### config.mk
export PLATFORM = sky130hd
export DESIGN_NAME = posit_decode_stage_flat
export DESIGN_NICKNAME = d
export VERILOG_FILES = /design/src/rtl/posit_decode_stage_if.sv /design/src/rtl/posit_decode_stage.sv /design/src/flat_wrapper.sv
export SDC_FILE = /design/constraint.sdc
export NUM_CORES = 1
export LEC_CHECK = 0
export ABC_AREA = 1
export BUFFER_PORTS_ARGS = -buffer_cell sky130_fd_sc_hd__buf_2
export CAP_MARGIN = 20
export CORE_UTILIZATION = 30
export CTS_CLUSTER_DIAMETER = 60
export CTS_CLUSTER_SIZE = 25
export DETAILED_ROUTE_END_ITERATION = 16
export SLEW_MARGIN = 20
export SYNTH_ARGS = -nofsm -noshare
export SYNTH_HDL_FRONTEND = slang
export SYNTH_SLANG_ARGS = --single-unit
### constraint.sdc
create_clock -name clk_i -period 2.95 [get_ports clk_i]
set_clock_uncertainty 0.15 [all_clocks]
set_input_delay 0.59 -clock clk_i [delete_from_list [all_inputs] [get_ports clk_i]]
set_output_delay 0.59 -clock clk_i [all_outputs]
set_load 0.05 [all_outputs]
### src/rtl/posit_decode_stage_if.sv
// Shared posit decode types and the handshake bundle of posit_decode_stage.
// posit_pkg : field widths, NaR pattern, classification and decoded-payload structs.
// posit_decode_stage_if : operand/tag/valid/ready/flush in, decoded fields/valid/busy out.
//   slave modport  = decoder view, master modport = producer/consumer view.

package posit_pkg;
  localparam int unsigned PositWidth = 32;
  localparam int unsigned ScaleWidth = 8;
  localparam int unsigned MantWidth  = 28;
  localparam logic [PositWidth-1:0] POSIT_NAR = 32'h8000_0000;

  // Exactly one bit set per decoded operand.
  typedef struct packed {
    logic is_zero;
    logic is_NaR;
    logic is_pos;
    logic is_neg;
  } posit_info_t;

  typedef struct packed {
    logic                  sign;
    logic [ScaleWidth-1:0] scale;
    logic [MantWidth-1:0]  mant;
    posit_info_t           info;
  } posit_dec_t;
endpackage

interface posit_decode_stage_if #(
  parameter int unsigned TagWidth = 1
);
  logic [posit_pkg::PositWidth-1:0] operand_i;
  logic [TagWidth-1:0]              tag_i;
  logic                             in_valid_i;
  logic                             in_ready_o;
  logic                             flush_i;
  logic                             sign_o;
  logic [posit_pkg::ScaleWidth-1:0] scale_o;
  logic [posit_pkg::MantWidth-1:0]  mant_o;
  posit_pkg::posit_info_t           info_o;
  logic [TagWidth-1:0]              tag_o;
  logic                             out_valid_o;
  logic                             out_ready_i;
  logic                             busy_o;

  modport slave (
    input  operand_i, tag_i, in_valid_i, flush_i, out_ready_i,
    output in_ready_o, sign_o, scale_o, mant_o, info_o, tag_o, out_valid_o, busy_o
  );

  modport master (
    output operand_i, tag_i, in_valid_i, flush_i, out_ready_i,
    input  in_ready_o, sign_o, scale_o, mant_o, info_o, tag_o, out_valid_o, busy_o
  );
endinterface

### src/rtl/posit_decode_stage.sv
// Pipelined posit32 (es=2) operand decoder.
// Ports: clk_i, rst_ni (async, active low), bus (posit_decode_stage_if.slave):
//   operand_i/tag_i/in_valid_i -> in_ready_o, flush_i kills in-flight entries,
//   sign_o/scale_o/mant_o/info_o/tag_o/out_valid_o <- out_ready_i, busy_o.
// NumPipeRegs = 0..4 register stages after decode (0 = combinational path).

module posit_decode_stage
  import posit_pkg::*;
#(
  parameter int unsigned NumPipeRegs = 1,
  parameter int unsigned TagWidth    = 1
) (
  input  logic                  clk_i,
  input  logic                  rst_ni,
  posit_decode_stage_if.slave   bus
);

  localparam int unsigned RunWidth = 5;
  localparam int unsigned ShWidth  = 6;

  logic                  w_sign;
  logic [30:0]           w_abs;
  logic [RunWidth-1:0]   w_run;
  logic                  w_done;
  logic [ShWidth-1:0]    w_shamt;
  logic [28:0]           w_rem;
  logic [1:0]            w_e;
  logic [ScaleWidth-1:0] w_k;
  posit_dec_t            w_dec;

  // Decode: regime run length, then exponent and fraction from what is left.
  always_comb begin : decode
    w_dec   = '0;
    w_done  = 1'b0;
    w_run   = '0;
    w_sign  = bus.operand_i[31];
    w_abs   = 31'(w_sign ? (32'd0 - bus.operand_i) : bus.operand_i);
    for (int i = 30; i >= 0; i--) begin
      if (!w_done && (w_abs[i] == w_abs[30])) w_run = w_run + RunWidth'(1);
      else                                    w_done = 1'b1;
    end
    // Drop regime plus terminator; bits shifted in from below read as 0.
    w_shamt = ShWidth'(w_run) + ShWidth'(1);
    w_rem   = 29'((w_abs << w_shamt) >> 2);
    w_e     = w_rem[28:27];
    w_k     = w_abs[30] ? (ScaleWidth'(w_run) - ScaleWidth'(1))
                        : (ScaleWidth'(0) - ScaleWidth'(w_run));
    if (bus.operand_i == '0) begin
      w_dec.info.is_zero = 1'b1;
    end else if (bus.operand_i == POSIT_NAR) begin
      w_dec.info.is_NaR = 1'b1;
    end else begin
      w_dec.sign        = w_sign;
      w_dec.scale       = (w_k << 2) + {6'd0, w_e};
      w_dec.mant        = {1'b1, w_rem[26:0]};
      w_dec.info.is_pos = ~w_sign;
      w_dec.info.is_neg = w_sign;
    end
  end

  if (NumPipeRegs > 4) begin : g_bad_depth
    $fatal(1, "posit_decode_stage: NumPipeRegs must be 0..4");
  end

  if (NumPipeRegs == 0) begin : g_comb
    // Pure combinational path; flush and clock have no state to act on.
    logic w_unused;
    assign w_unused        = ^{bus.flush_i, clk_i, rst_ni};
    assign bus.in_ready_o  = bus.out_ready_i;
    assign bus.out_valid_o = bus.in_valid_i;
    assign bus.sign_o      = w_dec.sign;
    assign bus.scale_o     = w_dec.scale;
    assign bus.mant_o      = w_dec.mant;
    assign bus.info_o      = w_dec.info;
    assign bus.tag_o       = bus.tag_i;
    assign bus.busy_o      = 1'b0;
  end else begin : g_pipe
    localparam int unsigned N = NumPipeRegs;

    logic [N-1:0]        r_valid;
    posit_dec_t          r_pl      [N];
    logic [TagWidth-1:0] r_tag     [N];
    logic [N:0]          w_ready;
    logic [N-1:0]        w_src_valid;
    posit_dec_t          w_src_pl  [N];
    logic [TagWidth-1:0] w_src_tag [N];

    assign w_ready[N] = bus.out_ready_i;

    // Stage i is ready when empty or when its content moves on this cycle.
    for (genvar i = 0; i < N; i++) begin : g_link
      assign w_ready[i] = ~r_valid[i] | w_ready[i+1];
      if (i == 0) begin : g_head
        assign w_src_valid[i] = bus.in_valid_i & ~bus.flush_i;
        assign w_src_pl[i]    = w_dec;
        assign w_src_tag[i]   = bus.tag_i;
      end else begin : g_body
        assign w_src_valid[i] = r_valid[i-1];
        assign w_src_pl[i]    = r_pl[i-1];
        assign w_src_tag[i]   = r_tag[i-1];
      end
    end

    // Valid bits follow ready; payload loads only on an actual transfer.
    always_ff @(posedge clk_i or negedge rst_ni) begin : pipe_regs
      if (!rst_ni) begin
        r_valid <= '0;
        for (int i = 0; i < N; i++) begin
          r_pl[i]  <= '0;
          r_tag[i] <= '0;
        end
      end else begin
        for (int i = 0; i < N; i++) begin
          if (bus.flush_i)     r_valid[i] <= 1'b0;
          else if (w_ready[i]) r_valid[i] <= w_src_valid[i];
          if (w_ready[i] && w_src_valid[i] && !bus.flush_i) begin
            r_pl[i]  <= w_src_pl[i];
            r_tag[i] <= w_src_tag[i];
          end
        end
      end
    end

    assign bus.in_ready_o  = w_ready[0];
    assign bus.out_valid_o = r_valid[N-1];
    assign bus.sign_o      = r_pl[N-1].sign;
    assign bus.scale_o     = r_pl[N-1].scale;
    assign bus.mant_o      = r_pl[N-1].mant;
    assign bus.info_o      = r_pl[N-1].info;
    assign bus.tag_o       = r_tag[N-1];
    assign bus.busy_o      = |r_valid;
  end

endmodule

### src/flat_wrapper.sv
// flat-port wrapper written by rule: the top's interface ports become plain ports
module posit_decode_stage_flat import posit_pkg::*;
#(
  parameter int unsigned NumPipeRegs = 1,
  parameter int unsigned TagWidth    = 1
)
  (clk_i, rst_ni, bus_operand_i, bus_tag_i, bus_in_valid_i, bus_flush_i, bus_out_ready_i, bus_in_ready_o, bus_sign_o, bus_scale_o, bus_mant_o, bus_info_o, bus_tag_o, bus_out_valid_o, bus_busy_o);
  posit_decode_stage_if #(.TagWidth(TagWidth)) bus_i ();
  input  logic clk_i;
  input  logic rst_ni;
  input wire logic [$bits(bus_i.operand_i)-1:0] bus_operand_i;
  input wire logic [$bits(bus_i.tag_i)-1:0] bus_tag_i;
  input wire logic [$bits(bus_i.in_valid_i)-1:0] bus_in_valid_i;
  input wire logic [$bits(bus_i.flush_i)-1:0] bus_flush_i;
  input wire logic [$bits(bus_i.out_ready_i)-1:0] bus_out_ready_i;
  output wire logic [$bits(bus_i.in_ready_o)-1:0] bus_in_ready_o;
  output wire logic [$bits(bus_i.sign_o)-1:0] bus_sign_o;
  output wire logic [$bits(bus_i.scale_o)-1:0] bus_scale_o;
  output wire logic [$bits(bus_i.mant_o)-1:0] bus_mant_o;
  output wire logic [$bits(bus_i.info_o)-1:0] bus_info_o;
  output wire logic [$bits(bus_i.tag_o)-1:0] bus_tag_o;
  output wire logic [$bits(bus_i.out_valid_o)-1:0] bus_out_valid_o;
  output wire logic [$bits(bus_i.busy_o)-1:0] bus_busy_o;
  assign bus_i.operand_i = bus_operand_i;
  assign bus_i.tag_i = bus_tag_i;
  assign bus_i.in_valid_i = bus_in_valid_i;
  assign bus_i.flush_i = bus_flush_i;
  assign bus_i.out_ready_i = bus_out_ready_i;
  assign bus_in_ready_o = bus_i.in_ready_o;
  assign bus_sign_o = bus_i.sign_o;
  assign bus_scale_o = bus_i.scale_o;
  assign bus_mant_o = bus_i.mant_o;
  assign bus_info_o = bus_i.info_o;
  assign bus_tag_o = bus_i.tag_o;
  assign bus_out_valid_o = bus_i.out_valid_o;
  assign bus_busy_o = bus_i.busy_o;
  posit_decode_stage #(.NumPipeRegs(NumPipeRegs), .TagWidth(TagWidth)) u_core (.clk_i(clk_i), .rst_ni(rst_ni), .bus(bus_i));
endmodule
==> results.toml <==
[yosys]
yosys.area.top_type = "nand2_1"
synth-edff-count = 0
ys_warn_count = 0
syn_area_per_cell_sq_um = 5.54
ys_seq_area_frac = 0.133
ys_async_sr_fraction = 1.00
syn-instance-count = 1426
yosys_most_used_dff = "dfrtp_1"
ys_types = 49
synth.most_common_cell = "nand2_1"
synthTopCellsByCount = "nand2_1 (529), inv_1 (185), nand3_1 (164)"
synth_top_cell_area_share = 0.251
synthesis.area_sq_mm = 0.00790
synth_seq_cells = 42
syn_nets = 1493
ys_top_cells_by_area = "nand2_1 (25%), dfrtp_1 (13%), nand3_1 (10%)"

[timing]
fin_crit_ns = 15.96
finalWorstSetupSlack_ns = -13.01
worst_pin_slew_ns = 0.903
setup_viol_count_final = 35
hold_viol = 0
fin_crit_sh = 5.41
fmax_ghz = 0.0626
relSlewSlack = 0.398
slew_viol_final = 0
rsz0062_at_grt = "true"

[critical_path]
timing.rr.start = "u_core.bus.busy_o$_DFFE_PN0P_"
worstSetupEndpointType = "register"
criticalPathCategory = "in2reg"
cp_slowest_stage_delay_ns = 0.39
required_ns = 2.97
cp_slowest_cell = "ha_4"
reg2reg_to = "u_core.bus.mant_o[13]$_DFFE_PN0P_"
path_common_cell = "nand2_2"
r2r_cells = 11
path_max_fanout = 7
arrival_ns = 15.98
cp-start-kind = "input pin"
r2r_slack_ns = 1.24

[layout]
fin_nets = 1907
antenna_cells = 0
drive_gt1_frac = 0.435
syn_to_final_growth_pct = 61.3

[clock_network]
cts_sinks = 42
htree_num_levels = 2
clockRootBuffer = "clkbuf_16"
cts_tree = "built"
cts_hold_buffers = 0
cts_made_buffers = 5
clk_pin_slew_worst_paths_ns = 0.06
insertion_delay_ns = 0.28
clock_path_buffers = 2

[run_status]
failed_checks = "negative setup slack"
status = "finished, violations left"

[global_route]
grt_pass1_wl_um = 41600
antenna_found_initial = 0
grt_pass1_vias = 9125
grt_max_degree = 45
grt_util_all_layers = 0.187
globalRouteOverflowTotal = 0

[pwr]
power.leakage_nw = 6.93
finalPower_mw = 5.99
ir_worst_vdd_mv = 0.768
cellPowerDensity_mw_per_mm2 = 470

[drt]
postRouteAntennaNets = 0
wl_per_cell_um = 12.2
remaining_drc_errors = 0
via_per_inst = 4.62
dr.pass1.iters = 5
dr_total_vias = 10100
drt_iter0_drc = 520
wl_um = 26500

[run]
max_cap_violations = 0

[floorplanning]
initial_core_util = 0.305
rows = 59
fp.dieArea_sq_mm = 0.0270
coreArea_sq_mm = 0.0259
ioPinCount = 83
die_height_um = 164
die_x_um = 164

[placed_design]
gp_congestion = 0.920
pre_cts_slack_ns = -13.58
dp_hpwl_um = 21300
port_buffers = 82

[worst_hold_path]
min_path_type = "in2async"
## critical path, delay by kind of cell
kind	cells	cell delay, ns
buffers and inverters	25	1.59
and+or+nand+nor	62	6.04
adders and majority gates	28	6.75
AOI/OAI and AO/OA	7	0.98
## worst max path at each step
stage                          start  depth (start not counted)                                 to  slack, ns
floorplan           bus_operand_i[0]                        120  u_core.bus.mant_o[19]$_DFFE_PN0P_     -12.47
global placement    bus_operand_i[9]                        119  u_core.bus.mant_o[20]$_DFFE_PN0P_     -13.27
detailed placement  bus_operand_i[9]                        119  u_core.bus.mant_o[20]$_DFFE_PN0P_     -13.58
CTS                 bus_operand_i[1]                        122  u_core.bus.mant_o[20]$_DFFE_PN0P_     -12.92
global route        bus_operand_i[0]                        122  u_core.bus.scale_o[1]$_DFFE_PN0P_     -13.74
finish              bus_operand_i[0]                        122  u_core.bus.scale_o[1]$_DFFE_PN0P_     -13.01
## where the power goes
part / total [mW] / switching, mW / internal [mW]
registers: 0.868 / 0.0987 / 0.769
clock network: 0.535 / 0.200 / 0.335
logic: 4.59 / 2.79 / 1.80
## logic make-up (layout without fill, tap and decap cells)
group,Yosys count,in the layout,synth area share
simple gates,929,929,0.536
buf+inv,255,670,0.138
compound gates,118,118,0.0814
xor+xnor,47,47,0.0588
flops,42,42,0.133
fa+ha+maj,29,29,0.0460
mux,6,6,0.00761
## state kept, by name, summed over array words and instances, names as in the netlist
| name | cells |
|---|---|
| u_core.bus.mant_o | 28 |
| u_core.bus.scale_o | 8 |
| u_core.bus.info_o | 4 |
| u_core.bus.busy_o | 1 |
| u_core.bus.tag_o | 1 |
## stage by stage
step | hold slack, ns | TNS [ns] | utilization | area, sq um | cells
floorplan | 0.144 | -421.23 | - | 8290 | 1426
global placement | 0.307 | -450.07 | 0.436 | 11300 | 2127
detailed placement | 0.310 | -461.01 | 0.436 | 11300 | 2127
CTS | 0.311 | -439.21 | 0.455 | 11800 | 2141
global route | 0.344 | -463.73 | 0.492 | 12700 | 2176
finish | 0.286 | -440.80 | 0.492 | 12700 | 2176
## what timing repair did
item	4_1_cts	5_1_grt
buffers inserted	6	31
gates resized for setup	74	173
cloned	0	4
pin swaps	16	93
endpoints found under the setup margin	35	35
## cells in the final DEF, fill, tap and decap left out, types with 5 or more instances in the layout
cell / synthesis / layout
nand3_2: 29 / 54
nand2_4: 7 / 26
o21ai_4: 0 / 6
nor2_2: 11 / 27
buf_12: 0 / 7
buf_6: 7 / 10
mux2i_4: 0 / 5
ha_1: 29 / 7
o21ai_0: 81 / 56
buf_4: 9 / 343
buf_2: 9 / 80
xor2_1: 29 / 29
xor2_2: 5 / 5
inv_4: 2 / 9
nor2_1: 98 / 63
nand3_1: 164 / 138
or2_4: 0 / 10
a21oi_1: 8 / 6
o21ai_1: 14 / 20
xnor2_1: 11 / 11
inv_2: 24 / 34
ha_4: 0 / 22
nand2_2: 35 / 91
nor2_4: 5 / 24
dfrtp_1: 42 / 42
nand3b_1: 11 / 11
nand2_1: 529 / 454
clkbuf_16: 0 / 8
o21ai_2: 2 / 15
inv_1: 185 / 166
nand4_1: 16 / 16
## layer usage
| layer | vias to the layer above | share of wire | wire length (um) | GRT usage |
|---|---|---|---|---|
| met2 | 201 | 0.48 | 12700 | 0.333 |
| met4 | 0 | 0.022 | 595 | 0.0518 |
| li1 | 5304 | - | - | - |
| met1 | 4517 | 0.47 | 12300 | 0.244 |
| met3 | 40 | 0.032 | 858 | 0.00934 |
| met5 | - | 0 | 0 | 0 |
## area by class of cell
type | count | area, sq um
Sequential cell | 42 | 1050
Clock buffer | 7 | 143
Inverter | 217 | 888
Timing Repair Buffer | 444 | 3320
Clock inverter | 1 | 5.00
Fill cell | 2553 | 13200
Timing Repair inverter | 1 | 11.3
Multi-Input combinational cell | 1129 | 6900
Tap cell | 335 | 419
No activity file was read; power rests on OpenSTA's default activity.
